File: src/rtl/flit_injector.sv
// Local-core flit transmitter: turns a request plus payload words into
// head/body/tail flits on the router input lane and honours portBlock.
module flit_injector #(
  parameter int flitWidth          = 12,
  parameter int routerAddressWidth = 4,
  parameter int payloadWidth       = 10,
  parameter int lenWidth           = 4,
  parameter int fifoDepth          = 4
) (
  input  logic                          clk,
  input  logic                          reset,
  input  logic [routerAddressWidth-1:0] routerAddress,
  input  logic                          reqValid,
  output logic                          reqReady,
  input  logic [routerAddressWidth-1:0] reqDest,
  input  logic [lenWidth-1:0]           reqLen,
  input  logic                          payValid,
  output logic                          payReady,
  input  logic [payloadWidth-1:0]       payData,
  output logic [flitWidth-1:0]          outFlit,
  input  logic                          portBlock,
  output logic                          pktDone
);

  localparam int ptrWidth = $clog2(fifoDepth);

  localparam logic [1:0] TYPE_NULL = 2'b00;
  localparam logic [1:0] TYPE_HEAD = 2'b10;
  localparam logic [1:0] TYPE_BODY = 2'b01;
  localparam logic [1:0] TYPE_TAIL = 2'b11;

  localparam logic [ptrWidth:0] DEPTH_CNT = (ptrWidth+1)'(fifoDepth);
  localparam logic [ptrWidth-1:0] PTR_ONE = ptrWidth'(1);
  localparam logic [ptrWidth:0] CNT_ONE = (ptrWidth+1)'(1);
  localparam logic [lenWidth:0] REM_ONE = (lenWidth+1)'(1);
  localparam logic [lenWidth:0] REM_TWO = (lenWidth+1)'(2);

  typedef enum logic [1:0] {IDLE, HEAD, PAYLOAD} state_t;

  state_t                  state, state_nxt;
  logic [payloadWidth-1:0] mem [fifoDepth];
  logic [ptrWidth-1:0]     rd_ptr, wr_ptr;
  logic [ptrWidth:0]       count;
  logic [lenWidth:0]       remaining, remaining_nxt;
  logic [flitWidth-1:0]    flit_nxt;
  logic [1:0]              flit_type;
  logic                    push, pop, fifo_empty;

  function automatic logic [flitWidth-1:0] payload_flit(input logic last,
                                                        input logic [payloadWidth-1:0] word);
    return {(last ? TYPE_TAIL : TYPE_BODY), word};
  endfunction

  assign flit_type  = outFlit[flitWidth-1 -: 2];
  assign fifo_empty = (count == '0);
  assign payReady   = (count != DEPTH_CNT);
  assign push       = payValid && payReady;
  assign reqReady   = (state == IDLE);

  always_comb begin
    state_nxt     = state;
    flit_nxt      = outFlit;
    remaining_nxt = remaining;
    pop           = 1'b0;
    pktDone       = 1'b0;
    unique case (state)
      IDLE: begin
        flit_nxt = '0;
        if (reqValid) begin
          flit_nxt      = {TYPE_HEAD, reqDest, routerAddress, 2'b00};
          remaining_nxt = {1'b0, reqLen} + REM_ONE;
          state_nxt     = HEAD;
        end
      end
      HEAD: begin
        if (!portBlock) begin
          state_nxt = PAYLOAD;
          if (fifo_empty) begin
            flit_nxt = '0;
          end else begin
            pop      = 1'b1;
            flit_nxt = payload_flit(remaining == REM_ONE, mem[rd_ptr]);
          end
        end
      end
      PAYLOAD: begin
        if (flit_type == TYPE_NULL) begin
          // A starvation null is swapped for a real word as soon as one exists.
          if (!fifo_empty) begin
            pop      = 1'b1;
            flit_nxt = payload_flit(remaining == REM_ONE, mem[rd_ptr]);
          end
        end else if (!portBlock) begin
          remaining_nxt = remaining - REM_ONE;
          if (flit_type == TYPE_TAIL) begin
            pktDone   = 1'b1;
            flit_nxt  = '0;
            state_nxt = IDLE;
          end else if (fifo_empty) begin
            flit_nxt = '0;
          end else begin
            pop      = 1'b1;
            flit_nxt = payload_flit(remaining == REM_TWO, mem[rd_ptr]);
          end
        end
      end
      default: state_nxt = IDLE;
    endcase
  end

  always_ff @(posedge clk) begin
    if (reset) begin
      state     <= IDLE;
      outFlit   <= '0;
      remaining <= '0;
      rd_ptr    <= '0;
      wr_ptr    <= '0;
      count     <= '0;
    end else begin
      state     <= state_nxt;
      outFlit   <= flit_nxt;
      remaining <= remaining_nxt;
      if (push) wr_ptr <= wr_ptr + PTR_ONE;
      if (pop)  rd_ptr <= rd_ptr + PTR_ONE;
      unique case ({push, pop})
        2'b10:   count <= count + CNT_ONE;
        2'b01:   count <= count - CNT_ONE;
        default: count <= count;
      endcase
    end
  end

  // Payload storage carries no reset; only the pointers and count define contents.
  always_ff @(posedge clk) begin
    if (push) mem[wr_ptr] <= payData;
  end

endmodule

File: config.mk
export PLATFORM = sky130hd
export DESIGN_NAME = flit_injector
export DESIGN_NICKNAME = d
export VERILOG_FILES = /design/src/rtl/flit_injector.sv
export SDC_FILE = /design/constraint.sdc
export NUM_CORES = 1
export LEC_CHECK = 0
export CORE_UTILIZATION = 35
export CTS_CLUSTER_SIZE = 28
export DETAILED_ROUTE_END_ITERATION = 10
export PLACE_DENSITY = 0.67
export SLEW_MARGIN = 15
export SYNTH_ARGS = -nofsm -noshare
export SYNTH_HDL_FRONTEND = slang
export SYNTH_SLANG_ARGS = --single-unit
File: constraint.sdc
create_clock -name clk -period 3.5 [get_ports clk]
set_clock_uncertainty 0.1 [all_clocks]
set_input_delay 0.525 -clock clk [delete_from_list [all_inputs] [get_ports clk]]
set_output_delay 0.525 -clock clk [all_outputs]
set_load 0.02 [all_outputs]
==> impl_results.md <==
- WL per Instance: 14.9 µm
- Final ANT Viol Nets: 0
- Drt first-iter violations: 90
- DR vias: 2031
- Final Critical Period: 2810 ps
- Reg2Reg Setup Slack: between 700 and 800 ps
- Type of the worst min-delay path: register to register
- Layout cells sized above 1: 0.119
- Layout Area Growth over Synthesis: 22.8%
- Core area: 8680 µm²
- # DRC: 0
- Dpl cell area: 3630 µm²
- Root buf cell: clkbuf_8
- CP endpoint kind: register
- Worst setup margin: 695 ps
- N_diodes: 0
- CTS buffer count: 9
- Critical path launch point type: input pin
- Postcts setup bufs: 0
- Routed met1 length: approximately 2800 µm
- Placed insts: 387
- GRT Overall Usage: 0.141
- Most frequent cells in the layout: 41 x clkdlybuf4s50_1, 40 x edfxtp_1, 28 x dfxtp_1
- Met2 routed WL: approximately 2900 µm
- FF-to-FF Start: state[0]
- Slew margin rel.: 0.558
- Seq/Total Area, Yosys: 0.563
- GRT overflow: 0
- FP Rows: 34
- Async SR Flop Fraction: 0
- Final period utilization: 0.801
- Seq cells post-synth: 68
- Post-route cell area: about 3800 µm²
- CTS tree: done
- Cells after synthesis: approximately 250
- Resized cells post-CTS: 0
- Vias in the first global route: 2004
- RePlAce Congestion: 0.777
- Synthesized area: 3130 µm²
- WL final: approximately 6000 µm
- Ports: 42
- Most common cell after layout, fill and taps aside: clkdlybuf4s50_1
- Die height: 96.6 µm
- Uppermost layer routed: met4
- Post-synth EDFFs: 40
- CP Launch Point: portBlock
- WP data required: 3670 ps
- RSZ-0062 raised after global routing: false
- Final setup viols: 0
- Drt via density: 5.04
- H-tree Lvls: 3
- Die X: approximately 97 µm
- Hold-fix buffers at CTS: 0
- Clk_lat worst skew: 340 ps
- Reg2reg path depth: 11
- Core Util, Final: 0.443
- Max-slew violation count: 0
- Crit path kind: input pin to register
- Initial antenna violation count: 0
- Syn Nets: roughly 290
- Top FF cell, synth: edfxtp_1
- Die area: 9320 µm²
- Fmax: 356 MHz
- Largest net degree at the start of global routing: 18
- Initial Util: 0.361
- Yosys warns: 0
- Yosys cell types: 47
- Worst EP arrival: 2970 ps
- PD cells: 529 nW/µm²
- DP HPWL: between 4000 and 5000 µm
- Metal3 WL: 229 µm
- Final Hold Fails: 0
- R2r endpoint: count[2]
- First-pass GRT wire length: slightly below 10000 µm
- CTS max path bufs: 2
- Nets: 331
- DRT Pass-1 Iters: 4
- Non-Filler Instances: 403
- CTS Sinks: 68
- Worst-Margin Slew: roughly 660 ps
- Clock slew at reported path FFs: 80 ps
- Peak VDD IR: 0.243 mV
- Status: complete, no violations
- Post-place setup slack: about 370 ps
- Lkg Pwr: approximately 1.3 nW
- Avg Inst Size Synth: 12.7 µm²
- Max cap viols: 0
- Port-buffer cells: 41
- Worst setup endpoint: count[2]
- Total negative setup slack: 0 ps
- CP Max Fanout: 3
## synth_stat cells (all sizes together) (4+ instances only)
cell type	number	area, µm²
o21ai	10	50.1
and3	5	31.3
a21oi	17	88.8
edfxtp	40	1200
nand2	9	33.8
a221o	8	80.1
dfxtp	28	561
nand2b	4	25.0
nor3	9	45.0
mux4	10	225
buf	8	51.3
nor3b	9	67.6
o21a	5	45.0
inv	11	41.3
xnor2	4	35.0
nor2	17	63.8
ha	13	163
## registers in the layout, summed over array words and instances (netlist names), named ones only
signal	cells
count	3
mem	40
outFlit	12
rd_ptr	2
remaining	5
state	2
wr_ptr	2
## worst min-delay path by stage
| stage | start | to | slack (ps) | cells past startpoint |
|---|---|---|---|---|
| final | remaining[4] | remaining[4] | 380 | 2 |
| after global routing | remaining[4] | remaining[4] | 400 | 2 |
| after CTS | outFlit[1] | outFlit[1] | 380 | 2 |
| after detailed placement | remaining[4] | remaining[4] | 370 | 2 |
| after global placement | remaining[4] | remaining[4] | 360 | 2 |
| after floorplan | remaining[4] | remaining[4] | 350 | 2 |
## layer usage
| metal | up-vias | track usage |
|---|---|---|
| met5 | - | 0 |
| met4 | 0 | 0.0478 |
| met3 | 4 | 0.0383 |
| met2 | 36 | 0.222 |
| met1 | 982 | 0.186 |
| li1 | 1009 | - |
## cells by family (layout without fill, tap and decap cells)
logic type | after synthesis | count (layout) | synth area share
flops | 68 | 68 | 0.563
simple gates | 67 | 67 | 0.120
compound gates | 54 | 54 | 0.120
buf+inv | 22 | 71 | 0.0332
fa+ha+maj | 15 | 15 | 0.0620
mux | 14 | 14 | 0.0856
xor+xnor | 6 | 6 | 0.0168
## through the flow
| stage | hold WS [ps] | power [W] |
|---|---|---|
| floorplan | 350 | 0.00124 |
| global placement | 365 | 0.00137 |
| detailed placement | 373 | 0.00138 |
| CTS | 384 | 0.00205 |
| global route | 399 | 0.00214 |
| finish | 379 | 0.00203 |
## power breakdown
group | switching, W | total [W] | internal [W]
Clock | 0.000332 | 0.000673 | 0.000341
Combinational | 0.000217 | 0.000403 | 0.000187
Sequential | 0.0000469 | 0.000955 | 0.000908
Total | 0.000595 | 0.00203 | 0.00144
## final cells by class
| type | count | area [µm²] |
|---|---|---|
| clock buffers | 9 | 124 |
| clock inverters | 7 | 82.6 |
| fillers | 803 | 4840 |
| inverters | 11 | 41.3 |
| multi-input cells | 156 | 1260 |
| flip-flops and latches | 68 | 1760 |
| well taps | 108 | 135 |
| repair buffers | 44 | 433 |
## worst max-delay path, cell delays in order
cell and delay (ps):
clkdlybuf4s50_1 430, maj3_2 310, o21a_1 200, and2b_1 260, ha_1 210, inv_1 60, fa_1 380, xor2_1 160
or3_1 310, a21oi_1 140
(Power assumes the default switching activity.)
